$ cat src/rtl/hb_decim2_if.sv
// Stream interface of hb_decim2: the free-running filter input and the valid/ready output.
// The slave modport is the decimator's view; the master modport is the surrounding system's view.
interface hb_decim2_if #(
   parameter int DW = 16
);
   logic          in_valid;
   logic [DW-1:0] x_in;
   logic          out_valid;
   logic          out_ready;
   logic [DW-1:0] y_out;

   modport master (
      output in_valid,
      output x_in,
      output out_ready,
      input  out_valid,
      input  y_out
   );

   modport slave (
      input  in_valid,
      input  x_in,
      input  out_ready,
      output out_valid,
      output y_out
   );
endinterface

$ cat src/rtl/hb_decim2.sv
// Decimate-by-2 stage behind hb_filter: keeps one input phase and queues it in a small FWFT FIFO.
// Define HB_DECIM_OVF_EN to add the sticky overflow flag and the saturating drop counter.
module hb_decim2 #(
   parameter int DW    = 16,
   parameter int DEPTH = 4
) (
   input  logic                   clk,
   input  logic                   reset,
   hb_decim2_if.slave             bus,
   input  logic                   phase_sel,
   output logic [$clog2(DEPTH):0] fill
`ifdef HB_DECIM_OVF_EN
   ,
   output logic                   overflow,
   output logic [15:0]            drop_cnt
`endif
);

   localparam int          AW   = $clog2(DEPTH);
   localparam logic [AW:0] FULL = (AW+1)'(DEPTH);

   logic          ph_q, ph_d;
   logic [AW-1:0] wrPtr_q, wrPtr_d;
   logic [AW-1:0] rdPtr_q, rdPtr_d;
   logic [AW:0]   fill_q, fill_d;
   logic [DW-1:0] mem_q [DEPTH];

   logic keep;
   logic rd;
   logic wr;

   // A full FIFO still accepts a kept sample when the head leaves in the same cycle.
   always_comb begin
      keep    = bus.in_valid && (ph_q == phase_sel);
      rd      = (fill_q != '0) && bus.out_ready;
      wr      = keep && ((fill_q != FULL) || rd);
      ph_d    = ph_q ^ bus.in_valid;
      wrPtr_d = wr ? wrPtr_q + 1'b1 : wrPtr_q;
      rdPtr_d = rd ? rdPtr_q + 1'b1 : rdPtr_q;
      fill_d  = fill_q;
      if (wr && !rd) begin
         fill_d = fill_q + 1'b1;
      end else if (rd && !wr) begin
         fill_d = fill_q - 1'b1;
      end
   end

   always_ff @(posedge clk) begin
      if (reset) begin
         ph_q    <= 1'b0;
         wrPtr_q <= '0;
         rdPtr_q <= '0;
         fill_q  <= '0;
      end else begin
         ph_q    <= ph_d;
         wrPtr_q <= wrPtr_d;
         rdPtr_q <= rdPtr_d;
         fill_q  <= fill_d;
      end
   end

   // Storage carries no reset; occupancy alone decides what is valid.
   always_ff @(posedge clk) begin
      if (wr) begin
         mem_q[wrPtr_q] <= bus.x_in;
      end
   end

   assign bus.out_valid = (fill_q != '0);
   assign bus.y_out     = (fill_q != '0) ? mem_q[rdPtr_q] : '0;
   assign fill          = fill_q;

`ifdef HB_DECIM_OVF_EN
   logic        drop;
   logic        overflow_q;
   logic [15:0] dropCnt_q, dropCnt_d;

   always_comb begin
      drop      = keep && (fill_q == FULL) && !rd;
      dropCnt_d = dropCnt_q;
      if (drop && (dropCnt_q != 16'hFFFF)) begin
         dropCnt_d = dropCnt_q + 16'd1;
      end
   end

   always_ff @(posedge clk) begin
      if (reset) begin
         overflow_q <= 1'b0;
         dropCnt_q  <= '0;
      end else begin
         overflow_q <= overflow_q | drop;
         dropCnt_q  <= dropCnt_d;
      end
   end

   assign overflow = overflow_q;
   assign drop_cnt = dropCnt_q;
`endif

endmodule

$ cat src/flat_wrapper.sv
// flat-port wrapper written by rule: the top's interface ports become plain ports
module hb_decim2_flat 
#(
   parameter int DW    = 16,
   parameter int DEPTH = 4
)
  (clk, reset, phase_sel, fill, bus_in_valid, bus_x_in, bus_out_ready, bus_out_valid, bus_y_out);
  hb_decim2_if #(.DW(DW)) bus_i ();
  input  logic clk;
  input  logic reset;
  input  logic phase_sel;
  output logic [$clog2(DEPTH):0] fill;
  input wire logic [$bits(bus_i.in_valid)-1:0] bus_in_valid;
  input wire logic [$bits(bus_i.x_in)-1:0] bus_x_in;
  input wire logic [$bits(bus_i.out_ready)-1:0] bus_out_ready;
  output wire logic [$bits(bus_i.out_valid)-1:0] bus_out_valid;
  output wire logic [$bits(bus_i.y_out)-1:0] bus_y_out;
  assign bus_i.in_valid = bus_in_valid;
  assign bus_i.x_in = bus_x_in;
  assign bus_i.out_ready = bus_out_ready;
  assign bus_out_valid = bus_i.out_valid;
  assign bus_y_out = bus_i.y_out;
  hb_decim2 #(.DW(DW), .DEPTH(DEPTH)) u_core (.clk(clk), .reset(reset), .bus(bus_i), .phase_sel(phase_sel), .fill(fill));
endmodule
$ cat config.mk
export PLATFORM = sky130hd
export DESIGN_NAME = hb_decim2_flat
export DESIGN_NICKNAME = d
export VERILOG_FILES = /design/src/rtl/hb_decim2_if.sv /design/src/rtl/hb_decim2.sv /design/src/flat_wrapper.sv
export SDC_FILE = /design/constraint.sdc
export NUM_CORES = 1
export LEC_CHECK = 0
export CAP_MARGIN = 0
export CORE_MARGIN = 2
export CORE_UTILIZATION = 62
export DETAILED_ROUTE_END_ITERATION = 8
export DONT_BUFFER_PORTS = 1
export PLACE_DENSITY = 0.78
export SLEW_MARGIN = 30
export SYNTH_ARGS = -nofsm -noshare
export SYNTH_HDL_FRONTEND = slang
export SYNTH_SLANG_ARGS = --single-unit
$ cat constraint.sdc
create_clock -name clk -period 2.8 [get_ports clk]
set_input_delay 0.28 -clock clk [delete_from_list [all_inputs] [get_ports clk]]
set_output_delay 0.28 -clock clk [all_outputs]
set_load 0.005 [all_outputs]
-- Yosys cells after proc, flatten, opt, wreduce, memory -nomap -nowiden
Memory sizes are Yosys's and may differ from the RTL's. A register that Yosys moved wholly into a read port is not among the register bits.
Index checks and enable logic that the tools add are counted.
W data, S select, Z words.
- memory bits (writable): 64
- output and inout port bits: 20
- word-level logic and storage cells: 29
- memories: 1
- flip-flop bits (word level): 8
- memories (name ; depth ; bits a word ; rd ports ; clocked after memory_dff ; write ports ; RTL line ; text):
    u_core.mem_q ; 4 ; 16 ; 1 ; 1 ; 1 ; hb_decim2.sv:26 ; logic [DW-1:0] mem_q [DEPTH];
- reduce and logical (&&, ||, !) cells: 10
- multiplexer cells: 7
- eq/ne operators: 2
- add/subtract/negate cells: 4
- bitwise operators: 1
- operators by type and width (kind ; number):
    $mux W16 ; 1
    $mux W3 ; 2
    $logic_and A1 B1 Y1 ; 5
    $add A2 B1 Y2 const B ; 2
    $mux W2 ; 2
    $add A3 B1 Y3 const B ; 1
    $ne A3 B3 Y1 const B ; 1
    $reduce_bool A3 Y1 ; 1
    $sub A3 B1 Y3 const B ; 1
    $logic_not A1 Y1 ; 2
    $mux W1 ; 2
    $reduce_bool A2 Y1 ; 1
    $eq A1 B1 Y1 ; 1
    $logic_or A1 B1 Y1 ; 1
    $xor A1 B1 Y1 ; 1

-- Longest topological paths before layout
- depth in word-level cells: 8
- gate-level depth with buffers: 9
- mapped depth without buffers: 8

-- Least setup slack after synthesis
No wires, ideal clock.
- kind: register -> register
- from: reg u_core.fill_q[0] (netlist: u_core.fill[0])
- to: reg u_core.fill_q[2] (netlist: u_core.fill[2])
- setup slack: 605 ps
- stages on the path, launching flop included: 10
- period minus slack after synthesis: 2195 ps
- path buffers: 1
- data required time: 2729 ps
- arrival: 2125 ps
- path through: dfxtp_1 or4b_1 and3_1 buf_6 ha_1 inv_1 fa_1 xor2_1 or3_1 a21oi_1
- cells in the longest elaborated chain, start to end: 7
- elaborated cells between the ends (all ways): 14
- RTL lines (element ; RTL line ; text):
    start, declared ; hb_decim2.sv:25 ; logic [AW:0] fill_q, fill_d;
    start signal, assigned ; hb_decim2.sv:58 ; fill_q <= fill_d;
    $reduce_bool A3 Y1 ; hb_decim2.sv:35 ; rd = (fill_q != '0) && bus.out_ready;
    $logic_and A1 B1 Y1 ; hb_decim2.sv:35 ;
    $logic_or A1 B1 Y1 (*) ; hb_decim2.sv:36 ; wr = keep && ((fill_q != FULL) || rd);
    $logic_and A1 B1 Y1 (*) ; hb_decim2.sv:36 ;
    net u_core.wr ; hb_decim2.sv:30 ; logic wr;
    $logic_not A1 Y1 ; hb_decim2.sv:43 ; end else if (rd && !wr) begin
    $logic_and A1 B1 Y1 ; hb_decim2.sv:43 ;
    $reduce_bool A2 Y1 (no source line) ; -- ;
The timed path passes the listed nets; every way through them passes the cells marked *. The select of a mux whose other input is x is not followed.
A chain may end at the register's enable or synchronous reset.

-- Worst setup path after layout
- from: reg u_core.fill_q[0] (netlist: u_core.fill[0])
- to: reg u_core.fill_q[2] (netlist: u_core.fill[2])
- cells in the longest elaborated chain, start to end: 7
- elaborated cells between the ends (all ways): 14
- RTL lines (element):
    branches (longest 7 deep; another with $sub A3 B1 Y3)
Parallel ways; which one is timed is not known. The select of a mux whose other input is x is not followed.

==> flow_metrics.env <==
export IMPL_status="complete, no violations"
export IMPL_num_vias=1333
export IMPL_slowest_stage="dfxtp_1"
export IMPL_drive_above_1_share_pct=18.67
export IMPL_startpoint="u_core.fill[0]"
export IMPL_syn_area_um2=2923
export IMPL_max_cap_violations=0
export IMPL_cts_max_level=3
export IMPL_pwr_share_comb_pct=24.2
export IMPL_grt_pass1_wl_mm=7.217
export IMPL_critPathKind="reg2reg"
export IMPL_dieHeight_um=72.66
export IMPL_yosys_warnings=0
export IMPL_synth_edf_count=64
export IMPL_synthCells=154
export IMPL_grt_pass1_vias=1430
export IMPL_worstPathMaxFanout=7
export IMPL_cp_depth=8
export IMPL_ys_ff_latch=74
export IMPL_ios=41
export IMPL_path_buf_inv=1
export IMPL_cts_max_path_buffers=2
export IMPL_antenna_left=0
export IMPL_p_clk_share_pct=26.7
export IMPL_powerDensity_nw_per_um2=885.0
export IMPL_netlist_area_leader_share_pct=65.75
export IMPL_numCtsBuffers=9
export IMPL_pwr_share_seq_pct=49.1
export IMPL_grt_max_degree=18
export IMPL_root_buffer="clkbuf_8"
export IMPL_drc=0
export IMPL_tritoncts="done"
export IMPL_overflow=0
export IMPL_wl_mm=4.610
export IMPL_final_max_slew_viol_count=0
export IMPL_die_area_um2=5279
export IMPL_avgViaCountPerCell=6.115
export IMPL_ys_seq_area_share_pct=72.60
export IMPL_setup_viol=0
export IMPL_place_area_um2=2972
export IMPL_antenna_found_initial=0
export IMPL_post_route_period_util_pct=85.33
export IMPL_synth_ff_type="edfxtp_1"
export IMPL_routabilityCongestion=0.8164
export IMPL_r2r_start="u_core.fill[0]"
export IMPL_finalNetCount=189
export IMPL_finish_instance_area_um2=3166
export IMPL_yosysTopAreaCell="edfxtp_1"
export IMPL_async_reset_ff_share_pct=0
export IMPL_r2r_cells=8
export IMPL_ys_top_cells_by_area="edfxtp_1, mux4_2, dfxtp_1"
export IMPL_hold_class="in2reg"
export IMPL_start_util_pct=65.77
export IMPL_worstPathCellList="or4b_1 > and3_1 > ha_1 > inv_1 > fa_1 > xor2_1 > or3_1 > a21oi_1"
export IMPL_slowest_delay_ns=0.52
export IMPL_power_switching_uw=794.1
export IMPL_p_leak_uw=0.001030
export IMPL_vdd_drop_max_mv=0.6125
export IMPL_layout_min_cycle_time_ns=2.389
export IMPL_fin_skew_ns=0.006315
export IMPL_cp_data_required_time_ns=3.07
export IMPL_worstPathArrival_ns=2.66
export IMPL_crit_end="u_core.fill[2]"
export IMPL_syn_avg_cell_area_um2=18.98
export IMPL_area_growth_pct=8.305
export IMPL_rsz0062_at_grt="false"
export IMPL_rows=24
export IMPL_antenna_cells=0
export IMPL_max_freq_ghz=0.4185
export IMPL_cts_clk_slew_worst_paths_ns=0.07
export IMPL_dr_pass1_iters=4
export IMPL_globalRouteTotalUtil_pct=19.39
export IMPL_r2r_setup_slack_ns=0.41
export IMPL_cp_start_kind="register"
export IMPL_internal_power_uw=2008
export IMPL_tightest_slew_ns=0.8470
export IMPL_clock_latency_ns=0.34
export IMPL_clock_sinks=74
export IMPL_routedWlPerCell_um=21.15
export IMPL_relSlewSlack_pct=43.54
export IMPL_setup_tns_final_ns=0
export IMPL_drt_iter0_markers=163
export IMPL_hold_violations=0
export IMPL_synth_cell_types=26
export IMPL_chipWidth_um=72.66
export IMPL_postCtsSetupRepairBufs=0
export IMPL_end_kind="register"
export IMPL_numPortBuffers=0
export IMPL_p_sw_share_pct=28.34
export IMPL_core_um2=4444
export IMPL_cp_top_family="simple AND/OR/NAND/NOR gates"
export IMPL_r2r_end="u_core.fill[2]"
export IMPL_place_hpwl_mm=2.861
export IMPL_synth_nets=181
[synthesized netlist by cell type (2+ instances only)]
cell / instances
xor2_1: 4
o31ai_1: 2
buf_2: 2
nor2_1: 8
inv_1: 4
nor2b_1: 17
edfxtp_1: 64
mux4_2: 16
xnor2_1: 2
dfxtp_1: 10
and2_1: 4
clkbuf_1: 3
ha_1: 5
[metal layers]
layer  vias up  routed length [um]  part of all wire (%)  global-route usage [%]
li1        605                   -                     -                       -
met1       666                1874                    41                   23.35
met2        52                2344                    51                   31.82
met3        10                 305                   6.6                   7.182
met4         0                  87                   1.9                   8.025
met5         -                   0                     0                       0
[placed cells by master, fill, tap and decap left out, types with 3 or more instances in the layout]
cell,Yosys,layout
and2_1,4,4
mux4_2,16,16
clkbuf_8,0,9
nor2_1,8,8
clkinv_1,0,3
nor2b_1,17,17
edfxtp_1,64,64
ha_1,5,5
xor2_1,4,4
dfxtp_1,10,10
inv_1,4,4
[timing repair]
action,4_1_cts,5_1_grt
resized for setup,0,0
endpoints found under the hold margin,1,3
hold buffers,1,1
[sequential cells by signal, indices dropped and copies added (netlist names), named ones only]
register	count
u_core.fill	3
u_core.mem_q	64
u_core.ph_q	1
u_core.rdPtr_q	2
u_core.wrPtr_q	2
[stage by stage]
step | std cells | setup slack [ns] | power, uW | hold slack (ns) | utilization, %
after floorplan | 154 | 0.6045 | 1923 | 0.3789 | -
after global placement | 201 | 0.5804 | 2055 | 0.3513 | 66.86
after detailed placement | 201 | 0.4500 | 2093 | 0.3557 | 66.86
after CTS | 217 | 0.4257 | 2829 | 0.0002756 | 71.00
after global routing | 218 | 0.2838 | 2933 | 0.006112 | 71.23
final | 218 | 0.4106 | 2802 | 0.008004 | 71.23
[worst min-delay path by stage]
stage	from	to	slack, ns	cells past startpoint
after global routing	reset	u_core.ph_q	0.006	1
after CTS	reset	u_core.rdPtr_q[0]	0.0003	1
after detailed placement	reset	u_core.fill[2]	0.36	1
final	reset	u_core.ph_q	0.008	1
after floorplan	bus_x_in[0]	u_core.mem_q[0][0]	0.38	0
after global placement	reset	u_core.fill[2]	0.35	1
[kinds of logic after synthesis]
family | after synthesis | share of synthesized area [%]
simple gates | 34 | 6.678
compound gates | 5 | 1.155
mux | 18 | 13.18
xor+xnor | 6 | 1.798
flops | 74 | 72.60
buf+inv | 11 | 1.755
fa+ha+maj | 6 | 2.825
[power groups by stage]
stage / Combinational [uW] / Clock (uW) / Sequential, uW
final: 678 / 748 / 1380
after global placement: 668 / 0 / 1390
after floorplan: 564 / 0 / 1360
after global routing: 748 / 802 / 1380
after CTS: 700 / 753 / 1380
after detailed placement: 694 / 0 / 1400
[layout make-up]
cell class	instances	area, um^2
Clock buffer	10	127.6
Sequential cell	74	2122
Inverter	4	15.01
Timing Repair Buffer	4	35.03
Multi-Input combinational cell	69	754.5
Tap cell	52	65.06
Fill cell	265	1279
Clock inverter	5	46.29
No activity file was read; power rests on OpenSTA's default activity.
